===== config.mk =====
export PLATFORM = sky130hd
export DESIGN_NAME = rf_cmd_master
export DESIGN_NICKNAME = d
export VERILOG_FILES = /design/src/rtl/rf_cmd_master.sv
export SDC_FILE = /design/constraint.sdc
export NUM_CORES = 1
export LEC_CHECK = 0
export CORE_MARGIN = 5
export CORE_UTILIZATION = 44
export DETAILED_ROUTE_END_ITERATION = 8
export GPL_TIMING_DRIVEN = 0
export PLACE_DENSITY_LB_ADDON = 0.05
export SLEW_MARGIN = 10
export SYNTH_ARGS = -nofsm -noshare
export SYNTH_HDL_FRONTEND = slang
export SYNTH_SLANG_ARGS = --single-unit

===== constraint.sdc =====
create_clock -name clk -period 1.4 [get_ports clk]
set_input_delay 0.14 -clock clk [delete_from_list [all_inputs] [get_ports clk]]
set_output_delay 0.14 -clock clk [all_outputs]
set_load 0.02 [all_outputs]

===== src/rtl/rf_cmd_master.sv =====
// Command-driven initiator for the small register file: accepts host commands,
// drives the register-file ports for one cycle, then presents a response.
module rf_cmd_master #(
    parameter int DATA_W = 2,
    parameter int ADDR_W = 1,
    parameter int CNT_W  = 8
) (
    input  logic              clk,
    input  logic              reset,
    input  logic              cmd_valid,
    output logic              cmd_ready,
    input  logic [1:0]        cmd_op,
    input  logic [ADDR_W-1:0] cmd_dst,
    input  logic [ADDR_W-1:0] cmd_src1,
    input  logic [ADDR_W-1:0] cmd_src2,
    input  logic [DATA_W-1:0] cmd_data,
    output logic              rsp_valid,
    input  logic              rsp_ready,
    output logic [DATA_W-1:0] rsp_data1,
    output logic [DATA_W-1:0] rsp_data2,
    output logic              rsp_err,
    output logic              rf_we,
    output logic [ADDR_W-1:0] rf_wa,
    output logic [DATA_W-1:0] rf_wd,
    output logic [ADDR_W-1:0] rf_ra1,
    output logic [ADDR_W-1:0] rf_ra2,
    input  logic [DATA_W-1:0] rf_rd1,
    input  logic [DATA_W-1:0] rf_rd2,
    output logic [CNT_W-1:0]  op_count
);

    typedef enum logic [1:0] {
        IDLE,
        EXEC,
        RESP
    } state_t;

    localparam logic [1:0] OP_WRITE = 2'b00;
    localparam logic [1:0] OP_READ  = 2'b01;
    localparam logic [1:0] OP_ADD   = 2'b10;

    state_t            state_q, state_d;
    logic [1:0]        op_q, op_d;
    logic [ADDR_W-1:0] dst_q, dst_d;
    logic [ADDR_W-1:0] src1_q, src1_d;
    logic [ADDR_W-1:0] src2_q, src2_d;
    logic [DATA_W-1:0] data_q, data_d;
    logic              cmd_ready_q, cmd_ready_d;
    logic              rsp_valid_q, rsp_valid_d;
    logic [DATA_W-1:0] rsp_data1_q, rsp_data1_d;
    logic [DATA_W-1:0] rsp_data2_q, rsp_data2_d;
    logic              rsp_err_q, rsp_err_d;
    logic [CNT_W-1:0]  op_count_q, op_count_d;

    logic              in_exec;
    logic              writes_rf;
    logic [DATA_W-1:0] sum;

    assign in_exec   = (state_q == EXEC);
    assign writes_rf = (op_q == OP_WRITE) || (op_q == OP_ADD);
    // Carry is dropped; operands are the pre-write values since reads are combinational.
    assign sum       = rf_rd1 + rf_rd2;

    always_comb begin
        state_d     = state_q;
        op_d        = op_q;
        dst_d       = dst_q;
        src1_d      = src1_q;
        src2_d      = src2_q;
        data_d      = data_q;
        rsp_valid_d = rsp_valid_q;
        rsp_data1_d = rsp_data1_q;
        rsp_data2_d = rsp_data2_q;
        rsp_err_d   = rsp_err_q;
        op_count_d  = op_count_q;

        case (state_q)
            IDLE: begin
                if (cmd_valid && cmd_ready_q) begin
                    op_d    = cmd_op;
                    dst_d   = cmd_dst;
                    src1_d  = cmd_src1;
                    src2_d  = cmd_src2;
                    data_d  = cmd_data;
                    state_d = EXEC;
                end
            end
            EXEC: begin
                state_d     = RESP;
                rsp_valid_d = 1'b1;
                rsp_err_d   = 1'b0;
                rsp_data2_d = '0;
                case (op_q)
                    OP_WRITE: rsp_data1_d = data_q;
                    OP_READ: begin
                        rsp_data1_d = rf_rd1;
                        rsp_data2_d = rf_rd2;
                    end
                    OP_ADD:   rsp_data1_d = sum;
                    default: begin
                        rsp_data1_d = '0;
                        rsp_err_d   = 1'b1;
                    end
                endcase
            end
            RESP: begin
                if (rsp_ready) begin
                    state_d     = IDLE;
                    rsp_valid_d = 1'b0;
                    rsp_err_d   = 1'b0;
                    op_count_d  = op_count_q + CNT_W'(1);
                end
            end
            default: state_d = IDLE;
        endcase

        cmd_ready_d = (state_d == IDLE);
    end

    always_ff @(posedge clk) begin
        if (reset) begin
            state_q     <= IDLE;
            op_q        <= '0;
            dst_q       <= '0;
            src1_q      <= '0;
            src2_q      <= '0;
            data_q      <= '0;
            cmd_ready_q <= 1'b0;
            rsp_valid_q <= 1'b0;
            rsp_data1_q <= '0;
            rsp_data2_q <= '0;
            rsp_err_q   <= 1'b0;
            op_count_q  <= '0;
        end else begin
            state_q     <= state_d;
            op_q        <= op_d;
            dst_q       <= dst_d;
            src1_q      <= src1_d;
            src2_q      <= src2_d;
            data_q      <= data_d;
            cmd_ready_q <= cmd_ready_d;
            rsp_valid_q <= rsp_valid_d;
            rsp_data1_q <= rsp_data1_d;
            rsp_data2_q <= rsp_data2_d;
            rsp_err_q   <= rsp_err_d;
            op_count_q  <= op_count_d;
        end
    end

    // Reset gates the write enable directly so an abandoned EXEC never lands a write.
    assign rf_we  = in_exec && writes_rf && !reset;
    assign rf_wa  = (in_exec && writes_rf) ? dst_q : '0;
    assign rf_wd  = !in_exec ? '0 : (op_q == OP_ADD) ? sum : (op_q == OP_WRITE) ? data_q : '0;
    assign rf_ra1 = in_exec ? src1_q : '0;
    assign rf_ra2 = in_exec ? src2_q : '0;

    assign cmd_ready = cmd_ready_q;
    assign rsp_valid = rsp_valid_q;
    assign rsp_data1 = rsp_data1_q;
    assign rsp_data2 = rsp_data2_q;
    assign rsp_err   = rsp_err_q;
    assign op_count  = op_count_q;

endmodule


==> impl_metrics.csv, run 1 <==
group,metric,value,unit
outcome,status,"complete, but fails checks",
outcome,violations,"negative setup slack",
critical_path,crit_fanout,4,
synth,ys_ff_latch,24,
cts,cts-buffers-inserted,3,
pwr,intPower,963,uW
cells_and_area,final_cell_mix,"17 x dlygate4sd2_1, 15 x dfxtp_1, 12 x buf_4",
critical_path,crit_arrival,1.31,ns
synth,yosys-top-cells-area,"dfxtp_1 45%, a22o_1 5.8%, a21oi_1 4.3%",
cells_and_area,diodes,0,
sta,fmax,692,MHz
cells_and_area,fill_cells,200,
cts,insertion_delay,0.31,ns
synth,synthCells,110,
critical_path,start_kind,"flop",
placed_design,hpwl,1880,um
placed_design,numPortBuffers,34,
die,die-area,0.00348,mm2
synth,ys_types,36,
pwr,p_switching,316,uW
cts,h-tree-depth,1,
cts,cts_tree,"yes",
pwr,power_frac_seq,56.3,%
global_route,gr-total-overflow,0,
pwr,p_clk_share,28.7,%
critical_path,crit_type,"flop to output port",
die,num_io_pins,36,
drt,drc,0,
run,drv_cap,0,
hold_path,min_path_type,"primary input to flop",
sta,hold_viol_final,0,
sta,finalSetupViolations,1,
cells_and_area,final_common_cell,"dlygate4sd2_1",
global_route,grt_use_met1,19.2,%
pwr,pwr-share-comb,15.0,%
drt,wire_per_inst,14.4,um
cts,root_buffer,"clkbuf_4",
global_route,grt_pass1_vias,960,
sta,whs,0.113,ns
cells_and_area,area_growth,50.7,%
sta,slew_headroom,69.0,%
global_route,use_met3,3.49,%
placed_design,globalplace.congestion,0.699,
sta,finalCriticalPeriod,1.45,ns
drt,firstDrtPassIters,4,
synth,syn-cell-area,0.00106,mm2
sta,rsz0062_at_grt,"true",
drt,ant_nets,0,
die,start_util,46.9,%
critical_path,cp_data_required_time,1.26,ns
die,num_rows,17,
global_route,grt.busiest_layer,"met2",
drt,avgViaCountPerCell,5.31,
cells_and_area,drive_gt1_share,31.2,%
cells_and_area,fin_util,70.6,%
sta,period_share,103,%
sta,max_slew.worst_pin.slew,0.466,ns
global_route,antenna_found_initial,0,
synth,async_flop_share,0,%
global_route,grt_pass1_wl,4330,um
die,die_w,59.0,um
cts,cts_sinks,24,
critical_path,endpoint_kind,"output port",
global_route,grt_usage,16.2,%
synth,synth.top_cell.area_share,45.4,%
synth,avgSynthCellArea,9.61,um2
die,die_y,59.0,um
cells_and_area,layout.nets,175,
global_route,grt_max_degree,14,
pwr,p_leak,0.000717,uW
synth,synth-edff-count,0,
drt,dr_total_vias,983,
drt,routed_wl,2670,um
cts,clock_path_buffers,2,
pwr,p_sw_share,24.7,%
pwr,ir_worst_vdd,0.869,mV
sta,drv_slew,0,
placed_design,place_area,0.00143,mm2
synth,syn-num-nets,127,
global_route,grtUsageMet2,28.4,%
sta,skew,0.00962,ns
synth,yosysWarningCount,0,
die,coreArea,0.00225,mm2
cts,ctsHoldBuffers,0,
pwr,power.density,803,mW/mm2
cts,clk_pin_slew_worst_paths,0.14,ns
placed_design,pre_cts_slack,-0.613,ns
synth,synth-seq-area-share,45.4,%
synth,synth.largest_area_cell,"dfxtp_1",
sta,setup_slack,-0.0455,ns
synth,synth_ff_type,"dfxtp_1",
cells_and_area,final_cell_area,0.00159,mm2
drt,drtIter0Drc,17,
sequential cells by signal, indices dropped and copies added (netlist names):
register	cells
rsp_valid	1
src1_q	1
rsp_data2	2
op_count	8
cmd_ready	1
rsp_data1	2
op_q	2
data_q	2
src2_q	1
dst_q	1
rsp_err	1
state_q	2
final timing paths:
kind | start | endpoint | slack, ns | cells after the start
min | rf_rd2[0] | rsp_data2[0] | 0.11 | 3
max | state_q[1] | rf_ra1 | -0.05 | 4
max reg2reg | op_q[0] | rsp_data1[1] | 0.04 | 4
min reg2reg | rsp_data2[0] | rsp_data2[0] | 0.47 | 2
cells by family (layout without fill, tap and decap cells):
kind of cell               after synthesis  after routing  share of synthesized area, %
buffers and inverters                   10             57                          3.90
DFF                                     24             24                          45.4
muxes                                    6              6                          6.04
and+or+nand+nor                         42             42                          23.1
AOI/OAI and AO/OA                       23             23                          15.3
xor gates and xnor gates                 3              3                          3.91
adders and majority gates                2              2                          2.37
power by group through the flow:
stage	Combinational (uW)	Clock [uW]	Sequential [uW]
after global placement	173	0	733
final	192	367	720
after global routing	208	407	724
after CTS	181	369	722
after floorplan	86.0	0	742
after detailed placement	177	0	735
routing by layer:
layer / part of all wire (%) / vias up
met5: 0 / -
met4: 0.56 / 0
met3: 5.2 / 2
met2: 50 / 24
met1: 44 / 464
li1: - / 493
through the flow:
stage	setup TNS, ns	std cells	total power [uW]
floorplan	0	110	828
global placement	-3.44	172	906
global route	-0.210	185	1340
finish	-0.0455	185	1280
CTS	-0.0691	180	1270
detailed placement	-3.67	172	912
layout make-up:
cell class / instances / area, um2 / share of cell area (%)
multi-input combinational: 76 / 598 / 37.5
sequential: 24 / 499 / 31.3
timing repair buffer: 46 / 394 / 24.7
clock buffer: 4 / 36.3 / 2.28
tap: 28 / 35.0 / 2.20
buffer: 4 / 18.8 / 1.18
inverter: 3 / 11.3 / 0.707
repair_timing:
action                                  4_1_cts  5_1_grt
buffers inserted                              7        5
gates resized for setup                      68       18
endpoints found under the setup margin       23        9
pin swaps                                     5        5
synth_stat cells (2+ instances only):
cell      instances
dfxtp_1          24
a21oi_1           9
nor2_1            8
a22o_1            7
nand2_1           6
nand3_1           5
clkbuf_1          4
nor3_1            4
inv_1             3
mux2_2            3
mux2i_1           3
nor2b_1           3
and2_1            2
buf_2             2
ha_1              2
o21ai_0           2
o31ai_1           2
or3_1             2
or4_1             2
worst max-delay path: stages, from the launching register on:
cell and delay, ns:
dfxtp_4 0.38, and2b_2 0.24, buf_6 0.12, and2_4 0.13, buf_6 0.12
Note: power is estimated with default switching activity, not from simulation.
==> inputs of run 2 (changes only) <==
Settings changed: CAP_MARGIN set to 5.
==> results of run 2 <==
Same layout as run 1: the final DEF is identical, and so are final timing and power.
==> inputs of run 3 (changes only) <==
Settings changed: RECOVER_POWER set to 50.
==> results of run 3 <==
Same layout as run 1: the final DEF is identical, and so are final timing and power.
